File: config.mk
export PLATFORM = sky130hd
export DESIGN_NAME = aucohl_pwm16
export DESIGN_NICKNAME = d
export VERILOG_FILES = /design/src/rtl/aucohl_pwm_pkg.sv /design/src/rtl/aucohl_pwm_deadtime.sv /design/src/rtl/aucohl_pwm16.sv
export SDC_FILE = /design/constraint.sdc
export NUM_CORES = 1
export LEC_CHECK = 0
export ABC_AREA = 1
export ABC_CLOCK_PERIOD_IN_PS = 2600
export BUFFER_PORTS_ARGS = -buffer_cell sky130_fd_sc_hd__buf_4
export CORE_ASPECT_RATIO = 2
export CORE_MARGIN = 2
export CORE_UTILIZATION = 26
export CTS_BUF_LIST = sky130_fd_sc_hd__clkbuf_2
export CTS_CLUSTER_SIZE = 8
export DETAILED_ROUTE_END_ITERATION = 8
export GPL_ROUTABILITY_DRIVEN = 0
export GPL_TIMING_DRIVEN = 0
export PLACE_DENSITY = 0.45
export SLEW_MARGIN = 30
export SYNTH_ARGS = -nofsm -noshare
export SYNTH_HDL_FRONTEND = slang
export SYNTH_SLANG_ARGS = --single-unit
File: constraint.sdc
create_clock -name clk -period 2.6 [get_ports clk]
set_input_delay 0.26 -clock clk [delete_from_list [all_inputs] [get_ports clk]]
set_output_delay 0.26 -clock clk [all_outputs]
set_load 0.05 [all_outputs]
File: src/rtl/aucohl_pwm_pkg.sv
// Shared definitions for the aucohl_pwm16 generator: FSM encoding and counter width.
package aucohl_pwm_pkg;

  localparam int CNT_W = 16;

  typedef enum logic {
    ST_IDLE = 1'b0,
    ST_RUN  = 1'b1
  } pwm_state_e;

endpackage

File: src/rtl/aucohl_pwm_deadtime.sv
// Dead-band inserter: rising edges of sig_i are held back by dead_time_i clocks,
// falling edges pass straight through. Used only when AUCOHL_PWM16_DEADTIME_EN is defined.
module aucohl_pwm_deadtime #(
  parameter int DT_W = 8
) (
  input  logic            clk,
  input  logic            rst,
  input  logic            sig_i,
  input  logic [DT_W-1:0] dead_time_i,
  output logic            sig_o
);

  logic [DT_W-1:0] hi_cnt_q, hi_cnt_d;

  // Counts how long the input has been high; saturates so long pulses stay released.
  always_comb begin
    hi_cnt_d = hi_cnt_q;
    if (!sig_i) begin
      hi_cnt_d = '0;
    end else if (hi_cnt_q != {DT_W{1'b1}}) begin
      hi_cnt_d = hi_cnt_q + 1'b1;
    end
  end

  always_ff @(posedge clk or posedge rst) begin
    if (rst) begin
      hi_cnt_q <= '0;
    end else begin
      hi_cnt_q <= hi_cnt_d;
    end
  end

  assign sig_o = sig_i && (hi_cnt_q >= dead_time_i);

endmodule

File: src/rtl/aucohl_pwm16.sv
// 16-bit PWM generator with shadowed period/compare/polarity, prescaler and one-shot mode.
// Define AUCOHL_PWM16_DEADTIME_EN to add the complementary output with dead-band insertion.
module aucohl_pwm16
  import aucohl_pwm_pkg::*;
#(
  parameter int DT_W = 8
) (
  input  logic             clk,
  input  logic             rst,
  input  logic             en,
  input  logic [CNT_W-1:0] prescaler,
  input  logic [CNT_W-1:0] period,
  input  logic [CNT_W-1:0] cmp,
  input  logic             inv,
  input  logic             one_shot,
  input  logic             start,
`ifdef AUCOHL_PWM16_DEADTIME_EN
  input  logic [DT_W-1:0]  dead_time,
  output logic             pwm_out_n,
`endif
  output logic             pwm_out,
  output logic             period_done,
  output logic [CNT_W-1:0] cntr,
  output logic             busy
);

  pwm_state_e       state_q, state_d;
  logic [CNT_W-1:0] psc_q, psc_d;
  logic [CNT_W-1:0] cntr_q, cntr_d;
  logic [CNT_W-1:0] period_act_q, period_act_d;
  logic [CNT_W-1:0] cmp_act_q, cmp_act_d;
  logic             inv_act_q, inv_act_d;
  logic             done_q, done_d;
  logic             pwm_q, pwm_d;
  logic             run, start_run, tick, wrap, raw;

  assign run       = (state_q == ST_RUN);
  assign start_run = (state_q == ST_IDLE) && en && (!one_shot || start);
  // >= keeps ticking sane if prescaler is lowered below the running count.
  assign tick      = run && (psc_q >= prescaler);
  assign wrap      = tick && (cntr_q == period_act_q);
  assign raw       = (cntr_q < cmp_act_q);

  always_ff @(posedge clk or posedge rst) begin
    if (rst) begin
      state_q <= ST_IDLE;
    end else begin
      state_q <= state_d;
    end
  end

  always_comb begin
    state_d = state_q;
    case (state_q)
      ST_IDLE: if (start_run) state_d = ST_RUN;
      ST_RUN:  if (!en || (wrap && one_shot)) state_d = ST_IDLE;
      default: state_d = ST_IDLE;
    endcase
  end

  always_comb begin
    busy = run;
  end

  always_comb begin
    psc_d        = psc_q;
    cntr_d       = cntr_q;
    period_act_d = period_act_q;
    cmp_act_d    = cmp_act_q;
    inv_act_d    = inv_act_q;
    done_d       = 1'b0;
    if (!run) begin
      psc_d  = '0;
      cntr_d = '0;
      if (start_run) begin
        period_act_d = period;
        cmp_act_d    = cmp;
        inv_act_d    = inv;
      end
    end else begin
      if (tick) begin
        psc_d = '0;
        if (wrap) begin
          cntr_d       = '0;
          done_d       = 1'b1;
          period_act_d = period;
          cmp_act_d    = cmp;
          inv_act_d    = inv;
        end else begin
          cntr_d = cntr_q + 1'b1;
        end
      end else begin
        psc_d = psc_q + 1'b1;
      end
      // Leaving RUN always parks the counter at zero, even on a coinciding wrap.
      if (state_d == ST_IDLE) begin
        psc_d  = '0;
        cntr_d = '0;
      end
    end
  end

`ifdef AUCOHL_PWM16_DEADTIME_EN
  logic a_dt, b_dt, pwm_n_q, pwm_n_d;

  aucohl_pwm_deadtime #(.DT_W(DT_W)) u_dt_a (
    .clk         (clk),
    .rst         (rst),
    .sig_i       (run && raw),
    .dead_time_i (dead_time),
    .sig_o       (a_dt)
  );

  aucohl_pwm_deadtime #(.DT_W(DT_W)) u_dt_b (
    .clk         (clk),
    .rst         (rst),
    .sig_i       (run && !raw),
    .dead_time_i (dead_time),
    .sig_o       (b_dt)
  );

  always_comb begin
    pwm_d   = run ? (a_dt ^ inv_act_q) : inv_act_q;
    pwm_n_d = run ? (b_dt ^ inv_act_q) : inv_act_q;
  end

  always_ff @(posedge clk or posedge rst) begin
    if (rst) begin
      pwm_n_q <= 1'b0;
    end else begin
      pwm_n_q <= pwm_n_d;
    end
  end

  assign pwm_out_n = pwm_n_q;
`else
  always_comb begin
    pwm_d = run ? (raw ^ inv_act_q) : inv_act_q;
  end
`endif

  always_ff @(posedge clk or posedge rst) begin
    if (rst) begin
      psc_q        <= '0;
      cntr_q       <= '0;
      period_act_q <= '0;
      cmp_act_q    <= '0;
      inv_act_q    <= 1'b0;
      done_q       <= 1'b0;
      pwm_q        <= 1'b0;
    end else begin
      psc_q        <= psc_d;
      cntr_q       <= cntr_d;
      period_act_q <= period_act_d;
      cmp_act_q    <= cmp_act_d;
      inv_act_q    <= inv_act_d;
      done_q       <= done_d;
      pwm_q        <= pwm_d;
    end
  end

  assign pwm_out     = pwm_q;
  assign period_done = done_q;
  assign cntr        = cntr_q;

endmodule

* Yosys cells after proc, flatten, opt, wreduce, memory -nomap -nowiden
Index checks and enable logic that the tools add are counted.
** Storage, ports and cells
- Register bits after elaboration :: 68
- Input bits :: 54
- Logic and storage cells :: 55
** Cells by class
- $add $sub $neg :: 2
- Magnitude comparators :: 2
- Eq/ne operators :: 4
- Muxes and demuxes :: 26
- Bitwise logic cells :: 2
- Reduce and logical (&&, ||, !) cells :: 11
** Operators by type and width (number)
- 16-bit two-way mux :: 15
- 16-bit by 1-bit adder with 16-bit output, second input constant :: 2
- 16-bit == test :: 1
- 16-bit >= comparator :: 1
- 16-bit less-than comparator :: 1
- 1-bit two-way mux :: 10
- 1-bit logical AND :: 5
- 2-bit by 1-bit != test with 1-bit output, second input constant :: 2
- 3-bit by 2-bit != test with 1-bit output, second input constant :: 1
- 3-bit AND reduction :: 1
- 1-bit logical NOT :: 2
- 1-bit logical OR :: 2
- 1-bit case mux with 2 select lines :: 1
- 2-bit nonzero test :: 1
- 1-bit inverter :: 1
- 1-bit bitwise XOR :: 1

* Longest topological paths before layout
- Depth after elaboration :: 9
- Mapped depth :: 17
- Depth with buffers taken out :: 16

* Worst setup path before layout
No wires, ideal clock.
- Kind :: reg-to-reg
- From :: register cntr_q[5], in the netlist cntr[5]
- To :: register inv_act_q
- Library setup time :: 0.117 ns
- Data arrival time :: 1.981 ns
- Data required time :: 2.483 ns
- Path slack :: 0.502 ns
- Stages on the path, launching flop included :: 15
- Path buffers :: 2
- Cells stage by stage :: dfrtp_1 > buf_4 > inv_2 > nand2_1 > nand2_1 > or2_1 > nor2_1 > nand2_1 > nor2_2 > nand3_4 > nand2_8 > nand2_4 > buf_6 > nand2_1 > nand2_1
** Between the ends
- Word-level cells in the longest chain between the ends :: 4
** RTL lines
- start: declaration :: line aucohl_pwm16.sv:29 : logic [CNT_W-1:0] cntr_q, cntr_d;
- start signal: assignment :: line aucohl_pwm16.sv:153 : cntr_q <= cntr_d;
- 16-bit == test :: line aucohl_pwm16.sv:41 : assign wrap = tick && (cntr_q == period_act_q);
- 1-bit logical AND :: line aucohl_pwm16.sv:41
- 2-bit by 1-bit != test with 1-bit output (no source line)
- 3-bit AND reduction (no source line)
- end signal: assignment :: line aucohl_pwm16.sv:156 : inv_act_q <= inv_act_d;
- end: declaration :: line aucohl_pwm16.sv:32 : logic inv_act_q, inv_act_d;
No other way between the ends.
A chain may end at the register's enable or synchronous reset.

* Worst setup path after layout
- From :: register psc_q[11]
- To :: register cntr_q[13], in the netlist cntr[13]
** Between the ends
- Word-level cells in the longest chain between the ends :: 9
- Elaborated cells on any way between the ends :: 12
- Classes of those cells :: order compare (1); eq/ne (1); mux (6); reduce/logical (4)
** RTL lines
- start: declaration :: line aucohl_pwm16.sv:28 : logic [CNT_W-1:0] psc_q, psc_d;
- start signal: assignment :: line aucohl_pwm16.sv:152 : psc_q <= psc_d;
- 16-bit >= comparator (*) :: line aucohl_pwm16.sv:40 : assign tick = run && (psc_q >= prescaler);
- 1-bit logical AND (*) :: line aucohl_pwm16.sv:40
- 1-bit logical AND :: line aucohl_pwm16.sv:41
- 1-bit logical AND :: line aucohl_pwm16.sv:56 : ST_RUN: if (!en || (wrap && one_shot)) state_d = ST_IDLE;
- 1-bit logical OR :: line aucohl_pwm16.sv:56
- 1-bit two-way mux :: line aucohl_pwm16.sv:56
- 1-bit case mux with 2 select lines :: line aucohl_pwm16.sv:54 : case (state_q)
- 16-bit two-way mux :: line aucohl_pwm16.sv:96 : if (state_d == ST_IDLE) begin
- 16-bit two-way mux :: line aucohl_pwm16.sv:72 : if (!run) begin
Every way passes the cells marked *; elsewhere a longest branch is shown, timed or not. The select of a mux whose other input is x is not followed.

==> results.json <==
{
  "status": "complete, no violations",
  "drc_errors": 0,
  "wl_mm": 12.90,
  "synthCells": 616,
  "cp-end-kind": "flop",
  "hpwl_mm": 10.37,
  "grt_max_degree": 36,
  "cts_made_buffers": 9,
  "switching_share_pct": 37.69,
  "min_period_over_period_pct": 87.59,
  "r2r_setup_slack_ns": 0.32,
  "cell_internal_pwr_mw": 1.819,
  "setup_violations": 0,
  "hold_end": "cntr[15]",
  "hold_slack_ns": 0.2251,
  "die_h_microns": 189.3,
  "ys_types": 33,
  "io_pins": 73,
  "arrival_ns": 2.72,
  "synthFlopType": "dfrtp_1",
  "worstPathMaxFanout": 10,
  "htree_levels": 3,
  "layout_setup_ws_ns": 0.3227,
  "cts_root_buf": "clkbuf_2",
  "initial_core_util_pct": 26.62,
  "ys_warn_count": 0,
  "yosysTopAreaCell": "dfrtp_1",
  "r2r-start": "psc_q[11]",
  "wl_per_cell_microns": 13.62,
  "clock_path_buffers": 2,
  "cts_setup_buffers": 0,
  "vdd_drop_max_v": 0.0002398,
  "worst_slew_pin_slew_ns": 0.4414,
  "dp_slack_ns": 0.2181,
  "antenna_found_initial": 1,
  "grt_pass1_vias": 4251,
  "p_switching_mw": 1.100,
  "placed_area_sq_um": 5285,
  "p_leak_nw": 3.026,
  "p_seq_share_pct": 46.7,
  "drive_gt1_share_pct": 15.56,
  "yosysTopAreaCellShare_pct": 38.13,
  "ys_seq_elements": 68,
  "drt_iter0_markers": 199,
  "fin_total_pwr_mw": 2.919,
  "tns_ns": 0,
  "grtUsageTotal_pct": 14.35,
  "pwr-share-clk_pct": 21.2,
  "clk_pin_slew_ns": 0.20,
  "p_per_area_nw_per_um2": 508.4,
  "worst_r2r_endpoint": "cntr[13]",
  "rsz0062_at_grt": "no",
  "reg2reg_depth": 12,
  "start_kind": "flop",
  "grt_pass1_wl_mm": 20.83,
  "hold_violations": 0,
  "vias": 4306,
  "cap_viol_max_count": 0,
  "numPortBuffers": 72,
  "clkLatencyLatePin_ns": 0.53,
  "firstDrtPassIters": 6,
  "fp-row-count": 67,
  "hp-class": "input port to flop",
  "grt-ovfl-total": 0,
  "finalCriticalPeriod_ns": 2.277,
  "synth-edff-count": 0,
  "slew_headroom_pct": 70.57,
  "fillers": 1824,
  "final_area_sq_um": 5743,
  "ant_nets": 0,
  "core-area_sq_um": 16770,
  "cts.sinks": 68,
  "syn_area_sq_um": 4463,
  "cp.required_ns": 3.05,
  "synth_fp_nets": 703,
  "nets": 821,
  "fin_worst_skew_ns": 0.02848,
  "synth_area_leaders": "dfrtp_1 38%, nand2_1 16%, ha_1 9.3%, nand3_1 9.2%, inv_1 6.8%",
  "dieArea_sq_um": 18290,
  "combPwrFrac_pct": 32.1,
  "syn_to_final_growth_pct": 28.68,
  "worst-setup-path-type": "flop to flop",
  "fmax_ghz": 0.4391,
  "synthTopCellsByCount": "192 x nand2_1, 82 x nand3_1, 81 x inv_1",
  "ys_seq_area_share_pct": 38.13,
  "viasPerCell": 4.547,
  "die_w_microns": 96.65,
  "worstHoldPathCells": 6,
  "syn_avg_cell_area_sq_um": 7.245,
  "yosysMostFrequentCell": "nand2_1",
  "synthArstFlopShare_pct": 100.0,
  "tritoncts": "built",
  "maxSlewViolCount": 0,
  "holdCritStartpoint": "one_shot"
}
==> worst max-delay path: stages (launching register included) <==
cell and delay [ns]:
dfrtp_1 0.49, ha_1 0.32, nand2_1 0.07, o21bai_1 0.16, a21oi_1 0.12, nor2_1 0.05
nand2_1 0.20, nand3_1 0.13, nand2_1 0.08, nand2_1 0.15, buf_2 0.25, nand3_1 0.12
nand2_1 0.06
==> power groups by stage <==
stage / registers (mW) / logic (mW) / clock network (mW)
after floorplan: 1.37 / 0.609 / 0
after global placement: 1.38 / 0.885 / 0
after detailed placement: 1.39 / 0.910 / 0
after CTS: 1.37 / 0.954 / 0.659
after global routing: 1.39 / 1.07 / 0.694
final: 1.36 / 0.938 / 0.619
==> area by class of cell <==
type | instances | area, sq um | share of cell area [%]
sequential | 68 | 1702 | 29.63
antenna | 1 | 2.502 | 0.04357
inverter | 83 | 314.1 | 5.468
clock inverter | 7 | 67.56 | 1.176
multi-input combinational | 444 | 2316 | 40.33
timing repair buffer | 107 | 900.9 | 15.69
tap | 207 | 259.0 | 4.510
clock buffer | 9 | 45.04 | 0.7843
buffer | 21 | 136.4 | 2.375
==> registers in the layout (all words and copies together), names as in the netlist <==
register	flops
pwm_out	1
inv_act_q	1
busy	1
psc_q	16
period_act_q	16
period_done	1
cmp_act_q	16
cntr	16
==> cells in the final DEF (no fill, tap or decap), drive strengths merged, types with 2 or more instances in the layout <==
cell           n
clkinv         5
nor3           6
nand4          8
o21ai         10
buf           91
nand3         83
o21a           2
a21oi         17
a31oi          2
inv           82
ha            33
clkinvlp       2
dlygate4sd3   34
clkbuf        12
nor3b          4
o211ai         2
xnor2          6
nor2          58
xor2          11
nand2        194
dfrtp         68
nand3b         2
and3           2
==> per-layer routing <==
metal  share of wire [%]  GRT usage, %  vias up
met5                   0             0        -
met4                 2.8         5.580        0
met3                 3.3         2.362       18
met2                  57         28.71       98
met1                  37         14.38     2007
li1                    -             -     2183
==> cells by family (layout without fill, tap and decap cells) <==
group,after synthesis,in the layout,share of synthesized area [%]
compound gates,34,34,4.149
xor+xnor,17,17,3.336
fa+ha+maj,33,33,9.252
buf+inv,104,227,10.04
flops,68,68,38.13
other cells,0,1,0
simple gates,360,360,35.10
==> worst max path at each step <==
stage,slack (ns),cells after the start,to,start
3_5_place_dp,0.22,13,cntr[4],psc_q[1]
4_1_cts,0.15,13,cntr[9],psc_q[1]
2_1_floorplan,0.50,14,inv_act_q,cntr[5]
3_3_place_gp,-0.37,2,cmp_act_q[4],rst
6_report,0.32,12,cntr[13],psc_q[11]
5_1_grt,0.04,15,cntr[12],psc_q[1]
==> repair_timing <==
action,CTS,global route
hold endpoints to repair,66,0
hold buffers,34,0
resized for setup,0,1
endpoints found under the setup margin,0,10
==> per-stage QoR <==
step | std cells | utilization (%)
after floorplan | 616 | -
after global placement | 895 | 31.39
after detailed placement | 896 | 31.52
after CTS | 946 | 34.22
after global routing | 947 | 34.25
final | 947 | 34.25
(Power assumes the default switching activity.)
